**config.mk**
```make
export PLATFORM = sky130hd
export DESIGN_NAME = l2_arbiter
export DESIGN_NICKNAME = d
export VERILOG_FILES = /design/src/rtl/l2_arbiter.sv
export SDC_FILE = /design/constraint.sdc
export NUM_CORES = 1
export LEC_CHECK = 0
export ABC_CLOCK_PERIOD_IN_PS = 1750
export CORE_AREA = 2 2 535 537
export CTS_BUF_LIST = sky130_fd_sc_hd__clkbuf_8 sky130_fd_sc_hd__clkbuf_16
export DETAILED_ROUTE_END_ITERATION = 12
export DIE_AREA = 0 0 537 539
export PLACE_DENSITY = 0.31
export SLEW_MARGIN = 5
export SYNTH_ARGS = -nofsm -noshare
export SYNTH_HDL_FRONTEND = slang
export SYNTH_SLANG_ARGS = --single-unit
```
**constraint.sdc**
```tcl
create_clock -name clk -period 1.75 [get_ports clk]
set_clock_uncertainty 0.05 [all_clocks]
set_input_delay 0.175 -clock clk [delete_from_list [all_inputs] [get_ports clk]]
set_output_delay 0.175 -clock clk [all_outputs]
set_load 0.1 [all_outputs]
```
**src/rtl/l2_arbiter.sv**
```systemverilog
// Shares the single L2 port between the I-side and D-side requesters.
// One request is latched at a time; simultaneous requests alternate round-robin.
module l2_arbiter #(
   parameter int ADDR_WIDTH = 32,
   parameter int LINE_WIDTH = 256
) (
   input  logic                  clk,
   input  logic                  rst_n,
   input  logic                  i_read,
   input  logic [ADDR_WIDTH-1:0] i_address,
   output logic [LINE_WIDTH-1:0] i_rdata,
   output logic                  i_resp,
   input  logic                  d_read,
   input  logic                  d_write,
   input  logic [ADDR_WIDTH-1:0] d_address,
   input  logic [LINE_WIDTH-1:0] d_wdata,
   output logic [LINE_WIDTH-1:0] d_rdata,
   output logic                  d_resp,
   output logic                  l2_read,
   output logic                  l2_write,
   output logic [ADDR_WIDTH-1:0] l2_address,
   output logic [LINE_WIDTH-1:0] l2_wdata,
   input  logic [LINE_WIDTH-1:0] l2_rdata,
   input  logic                  l2_resp,
   output logic                  busy
);

   typedef enum logic [1:0] {IDLE, GRANT_I, GRANT_D, RELEASE} state_e;

   state_e                state_q, state_d;
   logic                  last_d_q, last_d_d;   // 1: D side won the last grant
   logic                  wr_q, wr_d;
   logic [ADDR_WIDTH-1:0] addr_q, addr_d;
   logic [LINE_WIDTH-1:0] wdata_q, wdata_d;
   logic                  req_i, req_d, win_i;

   assign req_i = i_read;
   assign req_d = d_read | d_write;
   // I wins when it is alone or when D had the previous grant
   assign win_i = req_i & (~req_d | last_d_q);

   always_ff @(posedge clk or negedge rst_n) begin
      if (!rst_n) begin
         state_q  <= IDLE;
         last_d_q <= 1'b1;
         wr_q     <= 1'b0;
         addr_q   <= '0;
         wdata_q  <= '0;
      end else begin
         state_q  <= state_d;
         last_d_q <= last_d_d;
         wr_q     <= wr_d;
         addr_q   <= addr_d;
         wdata_q  <= wdata_d;
      end
   end

   always_comb begin
      state_d  = state_q;
      last_d_d = last_d_q;
      wr_d     = wr_q;
      addr_d   = addr_q;
      wdata_d  = wdata_q;
      case (state_q)
         IDLE: begin
            if (win_i) begin
               state_d  = GRANT_I;
               last_d_d = 1'b0;
               wr_d     = 1'b0;
               addr_d   = i_address;
            end else if (req_d) begin
               state_d  = GRANT_D;
               last_d_d = 1'b1;
               wr_d     = d_write;
               addr_d   = d_address;
               wdata_d  = d_wdata;
            end
         end
         GRANT_I: if (l2_resp) state_d = RELEASE;
         GRANT_D: if (l2_resp) state_d = RELEASE;
         RELEASE: state_d = IDLE;
         default: state_d = IDLE;
      endcase
   end

   assign l2_read    = (state_q == GRANT_I) | ((state_q == GRANT_D) & ~wr_q);
   assign l2_write   = (state_q == GRANT_D) & wr_q;
   assign l2_address = addr_q;
   assign l2_wdata   = wdata_q;
   assign i_resp     = (state_q == GRANT_I) & l2_resp;
   assign d_resp     = (state_q == GRANT_D) & l2_resp;
   assign i_rdata    = l2_rdata;
   assign d_rdata    = l2_rdata;
   assign busy       = (state_q != IDLE);

endmodule

```
# Yosys cells after proc, flatten, opt, wreduce, memory -nomap -nowiden
# Index checks and enable logic that the tools add are counted.
[totals]
elab_cells = 38
input_bits = 582
out_inout_bits = 805
ff_bits = 292
[classes]
n_reduce_logical = 7
bitwise_logic = 11
muxes = 10
n_eq_ne = 5
[ops]
columns = ["op", "count"]
rows = [
  ["32-bit two-way mux", 2],
  ["2-bit two-way mux", 3],
  ["2-bit one-hot mux with 3 select lines", 1],
  ["1-bit bitwise AND", 5],
  ["2-bit equality test, second input constant", 2],
  ["1-bit two-way mux", 4],
  ["2-bit AND reduction", 2],
  ["2-bit nonzero test", 2],
  ["3-bit inequality test, second input constant", 1],
  ["1-bit NOT", 3],
  ["1-bit OR", 3],
  ["3-bit AND reduction", 1],
  ["2-bit by 1-bit equality test with 1-bit output, second input constant", 1],
  ["2-bit logical NOT", 1],
  ["2-bit by 1-bit inequality test with 1-bit output, second input constant", 1],
  ["2-bit OR reduction", 1],
]

# Longest topological paths before layout
[depth]
depth_word = 6
ltp_mapped = 8
depth_no_buf = 5

# Least setup slack after synthesis
# Ideal clock, no wire load.
[synth_timing]
path_type = "reg2reg"
start = "register state_q[0]"
end = "register wdata_q[100], in the netlist l2_wdata[100]"
arrival_ps = 2216
path_buffers = 3
slack_ps = -642
required_time_ps = 1575
setup_time_ps = 125
synth_period_minus_slack_ps = 2392
stages_incl_launch_ff = 9
path_cell_list = "dfrtp_1 inv_1 ha_1 inv_1 or2_1 buf_2 buf_6 buf_6 mux2_4"
[synth_between]
elab_chain_len = 2
[synth_lines]
columns = ["element", "line_no", "text"]
rows = [
  ["from (decl)", "30", "state_e state_q, state_d;"],
  ["from (signal assigned)", "50", "state_q <= state_d;"],
  ["2-bit logical NOT", "64", "case (state_q)"],
  ["3-bit AND reduction (no source line)", "n/a", ""],
  ["to (signal assigned)", "54", "wdata_q <= wdata_d;"],
  ["to (decl)", "34", "logic [LINE_WIDTH-1:0] wdata_q, wdata_d;"],
]
# Every way passes these cells.
# A chain may end at the register's enable or synchronous reset.

# Worst setup path in the final report
[layout_timing]
start = "register state_q[0]"
end = "register wdata_q[117], in the netlist l2_wdata[117]"
# Same word-level chain as after synthesis.

==> flow_summary.toml <==
[timing]
drv_slew = 0
fin_ws_ns = -0.293
timing.final.crit_share_pct = 117
rsz0062_at_grt = "true"
finalCriticalPeriod_ns = 2.04
final-hold-violation-count = 0
setup_viol = 261
worstMarginPinSlew_ns = 0.524
relSlewSlack_pct = 64.9
clock.fmax_mhz = 489

[min_path]
min_to = "l2_address[27]"
hp-class = "input pin to register"
hold_depth = 3
min_from = "i_address[27]"

[floorplanning]
core_area_um2 = 284000
initial_core_util_pct = 5.68
die_x_um = 537
die_area_um2 = 289000
ioPinCount = 1387
placement_rows = 196
die_h_um = 539

[global_route]
antenna_found_initial = 31
grt_max_degree = 70
first_global_vias = 10700
track_usage_pct = 8.65
grt-ovfl-total = 0
grt_first_pass_wirelength_um = 156000

[run_status]
failed_checks = "negative setup slack"
status = "finished with violations"

[layout]
layout.area.seq_um2 = 7310
multi_input_area_um2 = 4610
final_util_pct = 9.54
layout_commonest_cell = "clkdlybuf4s50_1"
layout.cells.non_filler = 5245
syn_to_final_growth_pct = 68.1
fillers = 32500
layout-drive-gt1-share_pct = 48.3
final_cell_mix = "clkdlybuf4s50_1, dfrtp_1, mux2_4, buf_12, buf_4"
nets = 2041

[synthesis]
yosys-top-cells-area = "dfrtp_1, buf_4, mux2_4, buf_6, mux2_2"
synth_area_per_cell_um2 = 12.7
syn_inst = 1267
yosys.cell_types.count = 28
synth_area_um2 = 16100
synth_fp_nets = 1852
yosysSeqAreaShare_pct = 45.3
synth-seq-cells = 292
ys_warn_count = 0
synth_top_area_share_pct = 45.2
yosys.area.top_type = "dfrtp_1"

[route]
dr.pass1.iters = 4
drt-initial-drc-count = 451
drcViolationCount = 0
wl_per_cell_um = 24.8
wirelength_um = 130000
ant_nets = 0
vias = 10100
avgViaCountPerCell = 1.92

[setup_path]
r2r-start = "state_q[0]"
rrSetupSlack_ns = -0.29
critPathRequiredTime_ns = 2.19
setup.worst_path.class = "register to register"
r2r_end = "l2_wdata[117]"
startpoint_type = "register"
endpoint_kind = "register"
cp_max_fo = 24
r2r_cells = 8
critPathArrivalTime_ns = 2.48

[clocking]
cts_made_buffers = 41
clk_path_buf_depth = 3
cts.clk_slew.worst_paths_ns = 0.06
clkSinkCount = 292
cts_max_level = 2
cts_tree = "done"
cts_root_buf = "clkbuf_16"
insertion_delay_ns = 0.61

[placed_design]
finalWeightedCongestion = 0.742
dp_hpwl_um = 117000
port_buffers = 618
dp.cells = 5163
post-place-ws_ns = -0.340

[pwr]
ir_worst_vdd_mv = 1.12
finalPower_w = 0.0755
p_leak_nw = 10.8
powerDensity_nw_per_um2 = 2780

[flow_run]
maxCapViolCount = 0
-- cells by family after synthesis --
kind of cell | Yosys count | share of synthesized area [%]
and+or+nand+nor | 71 | 2.02
AOI/OAI and AO/OA | 77 | 2.81
DFF | 292 | 45.3
buffers and inverters | 568 | 26.4
adders and majority gates | 3 | 0.233
muxes | 256 | 23.2
-- routing by layer --
metal	routed length [um]	up-vias	GRT usage (%)	part of all wire, %
met2	58800	1083	13.9	45
li1	-	4108	-	-
met4	4870	0	3.08	3.7
met5	0	-	0.250	0
met1	37600	4649	7.23	29
met3	29000	240	8.46	22
-- worst max-delay path: stages, from the launching register on --
cell	delay (ns)
dfrtp_1	0.40
inv_2	0.07
buf_4	0.11
ha_4	0.13
clkinvlp_4	0.08
or2_4	0.27
buf_12	0.18
buf_12	0.23
mux2_4	0.29
-- per-stage QoR --
step / area (um2) / hold slack (ns) / setup TNS (ns)
6_report: 27100 / 0.0847 / -58.10
5_1_grt: 27100 / 0.0541 / -73.50
4_1_cts: 27000 / 0.0163 / -51.76
3_5_place_dp: 25300 / -0.0372 / -69.51
3_3_place_gp: 25300 / -0.0349 / -67.15
2_1_floorplan: 16200 / -0.171 / -136.57
-- how the worst max path moves through the flow --
stage / startpoint / endpoint / slack (ns) / cells after the start
6_report: state_q[0] / l2_wdata[117] / -0.29 / 8
3_3_place_gp: i_read / l2_wdata[185] / -0.33 / 6
3_5_place_dp: i_read / l2_wdata[210] / -0.34 / 6
4_1_cts: state_q[0] / l2_read / -0.26 / 5
5_1_grt: state_q[0] / l2_wdata[122] / -0.33 / 8
2_1_floorplan: state_q[0] / l2_wdata[126] / -0.55 / 8
-- sequential cells by signal, summed over array words and instances, names as in the netlist --
register	flops
state_q	2
last_d_q	1
wr_q	1
l2_address	32
l2_wdata	256
-- cell type report --
type                       count  share of cell area (%)
clock inverter                19                   0.734
clock buffer                  49                    4.23
antenna                        2                  0.0185
tap                         3762                    17.4
multi-input combinational    407                    17.0
inverter                       7                   0.111
sequential                   292                    27.0
timing repair buffer         707                    33.6
-- power breakdown --
part	leakage [nW]	switching (W)	total, W	internal (W)
Sequential	3.43	0.00454	0.0148	0.0103
Clock	0.686	0.00361	0.00870	0.00509
Combinational	6.71	0.0341	0.0519	0.0178
Total	10.8	0.0423	0.0755	0.0332
-- repair_timing --
action	in CTS	in global routing
cloned	4	2
pin swaps	3	0
endpoints found under the setup margin	242	266
resized for setup	46	5
hold buffers	2	0
setup buffers	4	0
endpoints found under the hold margin	291	0
-- cells in the mapped netlist --
| library cell | number |
|---|---|
| nand2_1 | 1 |
| buf_4 | 512 |
| mux2_4 | 229 |
| o22ai_1 | 1 |
| o21bai_1 | 1 |
| o31a_1 | 1 |
| inv_1 | 7 |
| a21boi_0 | 1 |
| nand3_1 | 32 |
| ha_1 | 3 |
| buf_6 | 27 |
| nor2_1 | 32 |
| a21o_1 | 1 |
| mux2_2 | 27 |
| clkbuf_1 | 15 |
| buf_1 | 3 |
| o21ba_2 | 1 |
| or4b_2 | 1 |
| a21oi_1 | 4 |
| o21ai_0 | 34 |
| dfstp_2 | 1 |
| or2_1 | 1 |
| o2bb2ai_2 | 1 |
| buf_2 | 4 |
| dfrtp_1 | 291 |
| a31oi_1 | 32 |
| and2_1 | 3 |
| nand2b_1 | 1 |
(Power assumes the default switching activity.)
